`config.mk`:
```
export PLATFORM = sky130hd
export DESIGN_NAME = ernic_crc32_stream
export DESIGN_NICKNAME = d
export VERILOG_FILES = /design/src/rtl/ernic_crc32_stream.sv
export SDC_FILE = /design/constraint.sdc
export NUM_CORES = 1
export LEC_CHECK = 0
export CORE_UTILIZATION = 55
export CTS_BUF_LIST = sky130_fd_sc_hd__clkbuf_8
export CTS_CLUSTER_DIAMETER = 200
export DETAILED_ROUTE_END_ITERATION = 12
export HOLD_SLACK_MARGIN = 0.15
export PLACE_DENSITY = 0.84
export REMOVE_ABC_BUFFERS = 1
export SLEW_MARGIN = 20
export SYNTH_ARGS = -nofsm -noshare
export SYNTH_HDL_FRONTEND = slang
export SYNTH_SLANG_ARGS = --single-unit
```
`constraint.sdc`:
```
create_clock -name clk -period 26.1 [get_ports clk]
set_input_delay 7.83 -clock clk [delete_from_list [all_inputs] [get_ports clk]]
set_output_delay 7.83 -clock clk [all_outputs]
set_load 0.1 [all_outputs]
```
`src/rtl/ernic_crc32_stream.sv`:
```
// rtl/ernic_crc32_stream.sv - streaming CRC-32 over byte-masked beats, one frame result per last beat
// Optional macro ERNIC_CRC_FINAL_INV_EN: presents the bitwise inverse of the final CRC on crc_out.
module ernic_crc32_stream #(
    parameter int          DATA_W    = 64,
    parameter logic [31:0] INIT_SEED = 32'h0000_0000,
    parameter logic [31:0] POLY      = 32'h04C1_1DB7
) (
    input  logic                clk,
    input  logic                rst_n,
    input  logic                s_valid,
    output logic                s_ready,
    input  logic [DATA_W-1:0]   s_data,
    input  logic [DATA_W/8-1:0] s_keep,
    input  logic                s_last,
    output logic                crc_valid,
    input  logic                crc_ready,
    output logic [31:0]         crc_out,
    output logic [15:0]         crc_len
);

    localparam int NB = DATA_W / 8;

    typedef enum logic [1:0] {
        IDLE = 2'd0,
        BUSY = 2'd1,
        DONE = 2'd2
    } state_t;

    state_t      state_q, state_d;
    logic [31:0] crc_q, crc_d;
    logic [15:0] cnt_q, cnt_d;
    logic [31:0] crc_out_q, crc_out_d;
    logic [15:0] crc_len_q, crc_len_d;

    logic [31:0] fold_crc;
    logic [31:0] final_crc;
    logic [16:0] fold_sum;
    logic [15:0] new_len;
    logic        accept;

    assign crc_valid = (state_q == DONE);
    assign s_ready   = !crc_valid || crc_ready;
    assign accept    = s_valid && s_ready;
    assign crc_out   = crc_out_q;
    assign crc_len   = crc_len_q;

    // Whole beat folded combinationally, LSB-first within each kept byte.
    always_comb begin
        fold_crc = crc_q;
        fold_sum = {1'b0, cnt_q};
        for (int k = 0; k < NB; k++) begin
            if (s_keep[k]) begin
                for (int b = 0; b < 8; b++) begin
                    fold_crc = {fold_crc[30:0], 1'b0}
                             ^ ((fold_crc[31] ^ s_data[8*k+b]) ? POLY : 32'h0000_0000);
                end
                fold_sum = fold_sum + 17'd1;
            end
        end
    end

    // cnt_q never exceeds 16'hFFFF, so one carry bit is enough to detect saturation.
    assign new_len = fold_sum[16] ? 16'hFFFF : fold_sum[15:0];

`ifdef ERNIC_CRC_FINAL_INV_EN
    assign final_crc = ~fold_crc;
`else
    assign final_crc = fold_crc;
`endif

    always_comb begin
        state_d   = state_q;
        crc_d     = crc_q;
        cnt_d     = cnt_q;
        crc_out_d = crc_out_q;
        crc_len_d = crc_len_q;
        if (accept) begin
            if (s_last) begin
                state_d   = DONE;
                crc_d     = INIT_SEED;
                cnt_d     = 16'd0;
                crc_out_d = final_crc;
                crc_len_d = new_len;
            end else begin
                state_d   = BUSY;
                crc_d     = fold_crc;
                cnt_d     = new_len;
            end
        end else if (state_q == DONE && crc_ready) begin
            state_d = IDLE;
        end
    end

    always_ff @(posedge clk or negedge rst_n) begin
        if (!rst_n) begin
            state_q   <= IDLE;
            crc_q     <= INIT_SEED;
            cnt_q     <= 16'd0;
            crc_out_q <= 32'd0;
            crc_len_q <= 16'd0;
        end else begin
            state_q   <= state_d;
            crc_q     <= crc_d;
            cnt_q     <= cnt_d;
            crc_out_q <= crc_out_d;
            crc_len_q <= crc_len_d;
        end
    end

endmodule
```
==> results.json <==
{
  "status": "completed",
  "first_pass_iters": 6,
  "avgSynthCellArea_um2": 8.89,
  "syn-instance-count": 2048,
  "whs_ns": 0.497,
  "htreeDepth": 3,
  "design_area_um2": 19800,
  "placed_area_um2": 19600,
  "regArea_um2": 2450,
  "ys_ff_latch": 98,
  "gr-usage-all-layers_pct": 32.3,
  "cts_sinks": 98,
  "cts_made_buffers": 9,
  "drive_gt1_share_pct": 9.33,
  "grt_antenna_before_repair": 0,
  "root_buffer": "clkbuf_8",
  "critPathLaunchType": "primary input",
  "viasPerCell": 6.21,
  "num_antenna_cells": 0,
  "drc": 0,
  "vias": 15800,
  "drt-total-wl_mm": 54.4,
  "areaGrowthSynthToFinish_pct": 8.90,
  "postRouteAntennaNets": 0,
  "die_area_um2": 33800,
  "fp-row-count": 66,
  "die_height_um": 184,
  "nets": 2181,
  "path_class": "in -> reg",
  "multi_input_area_um2": 15200,
  "grt_pass1_vias": 14900,
  "syn_area_um2": 18200,
  "start_util_pct": 56.0,
  "critPathCaptureType": "flop",
  "critPathMostFrequentCell": "xnor3_1",
  "coreArea_um2": 32500,
  "critPathMaxFanout": 11,
  "synth_flop_cell": "dfrtp_1",
  "post-route-min-period_ns": 19.51,
  "hp-class": "reg -> reg",
  "arrival_ns": 19.79,
  "setup_violations": 0,
  "rsz0062_at_grt": "no",
  "die_w_um": 184,
  "yosys_warnings": 0,
  "cts_tree": "built",
  "wl_per_cell_um": 21.4,
  "synth_edf_count": 0,
  "cp_data_required_time_ns": 26.38,
  "finalSetupTns_ns": 0,
  "slew_headroom_pct": 30.0,
  "setup_slack_ns": 6.59,
  "slowest_stage": "xnor2_1",
  "ctsHoldBuffers": 0,
  "max_stage_delay_ns": 0.74,
  "drt-initial-drc-count": 1587,
  "hpwlAfterDp_mm": 43.7,
  "cts_resized": 0,
  "ios": 127,
  "max_freq_mhz": 51.3,
  "ys_types": 101,
  "clk_pin_slew_worst_paths_ns": 0.10,
  "hold_viol_final": 0,
  "worstMarginPinSlew_ns": 1.05,
  "clockBufferDepth": 2,
  "skew_ns": 0.0107,
  "dp_slack_ns": 6.39,
  "clock_latency_ns": 0.40,
  "grt_start_max_net_pins": 66,
  "rrSetupSlack_ns": 13.95,
  "post_cts.repair.setup_buffers": 0,
  "gp_congestion": 0.986,
  "maxCapViolations": 0,
  "io_buffers": 126,
  "report.final.slew_viol_count": 0,
  "async_reset_ff_share_pct": 100,
  "grt_overflow": 0,
  "n_fill_cell": 2852,
  "post-route-period-util_pct": 74.7,
  "grt_pass1_wl_mm": 84.3,
  "ys_seq_area_share_pct": 13.5
}
[layout make-up]
cell class,instances,share of cell area [%]
repair buffers,140,6.68
inverters,32,0.606
clock buffers,9,0.625
well taps,442,2.79
flip-flops and latches,98,12.4
clock inverters,7,0.429
multi-input cells,1815,76.5
[sequential cells by signal, indices dropped and copies added (netlist names)]
register	flops
crc_out	32
cnt_q	16
crc_q	32
crc_len	16
state_q	2
[worst max-delay path, delay by kind of cell]
kind | cells | cell delay [ns]
AO/OA/AOI/OAI | 4 | 1.35
XOR/XNOR | 13 | 6.25
AND/OR/NAND/NOR | 5 | 2.39
multiplexers | 5 | 1.36
buffers and inverters | 1 | 0.56
[metal layers]
layer  part of all wire (%)  up-vias  routed length, µm  global-route usage [%]
met5                      0        -                  0                       0
met4                    3.2        0               1730                    10.1
met3                    8.1      107               4390                    3.92
met2                     45      734              24600                    51.4
met1                     44     7666              23700                    45.5
li1                       -     7288                  -                       -
[final timing paths]
path | to | depth (start not counted) | from
max in group asynchronous | crc_out[13] | 2 | rst_n
worst max register to register | crc_out[5] | 27 | crc_q[27]
worst min register to register | crc_out[23] | 2 | crc_out[23]
worst min-delay path | crc_out[23] | 2 | crc_out[23]
worst max-delay path | crc_out[5] | 28 | s_data[7]
min in group asynchronous | crc_len[13] | 1 | rst_n
[cells in the mapped netlist (10+ instances only)]
library cell	count	area [µm²]
xor2_2	10	163
xnor3_1	82	1850
and2_1	16	100
dfrtp_1	98	2450
nor4_1	14	87.6
mux2i_1	104	1040
mux2_2	58	653
nand3b_1	17	128
a21oi_1	102	510
and3_1	12	75.1
buf_4	22	165
nor3_1	32	160
clkbuf_1	62	233
a211oi_1	22	165
xor2_1	157	1380
o211ai_1	14	105
inv_1	30	113
or3_1	21	131
xor3_1	17	404
nor2b_1	10	62.6
a22o_1	35	307
nor2_1	166	623
o21ai_1	13	65.1
nand2_1	174	653
nand2b_1	22	138
nand3_1	41	205
nor3b_1	17	128
a21o_1	13	97.6
nand4_1	21	131
xnor2_1	349	3060
xnor2_2	23	374
o21ai_0	77	385
buf_2	11	55.1
[metrics by stage]
stage	utilization, %	std cells
4_1_cts	60.9	2543
5_1_grt	60.9	2543
3_5_place_dp	60.3	2527
3_3_place_gp	60.3	2527
6_report	60.9	2543
2_1_floorplan	-	1945
[layout by cell type (no fill, tap or decap), types with 22 or more instances in the layout]
master / n
a211oi_1: 22
a21oi_1: 102
a22o_1: 35
clkdlybuf4s50_1: 117
dfrtp_1: 98
inv_1: 30
mux2_2: 58
mux2i_1: 104
nand2_1: 173
nand2b_1: 22
nand3_1: 41
nor2_1: 165
nor3_1: 32
o21ai_0: 77
xnor2_1: 349
xnor2_2: 23
xnor3_1: 82
xor2_1: 157
[logic make-up after synthesis]
kind of cell | Yosys count | share of synthesized area (%)
xor gates and xnor gates | 649 | 41.3
and+or+nand+nor | 613 | 16.8
AOI/OAI and AO/OA | 370 | 14.0
muxes | 175 | 10.5
buffers and inverters | 135 | 3.34
DFF | 98 | 13.5
adders and majority gates | 8 | 0.550
Power is left out: the tool's default activity adds up to more than one toggle a clock period on the data nets, which glitch-free logic cannot reach.
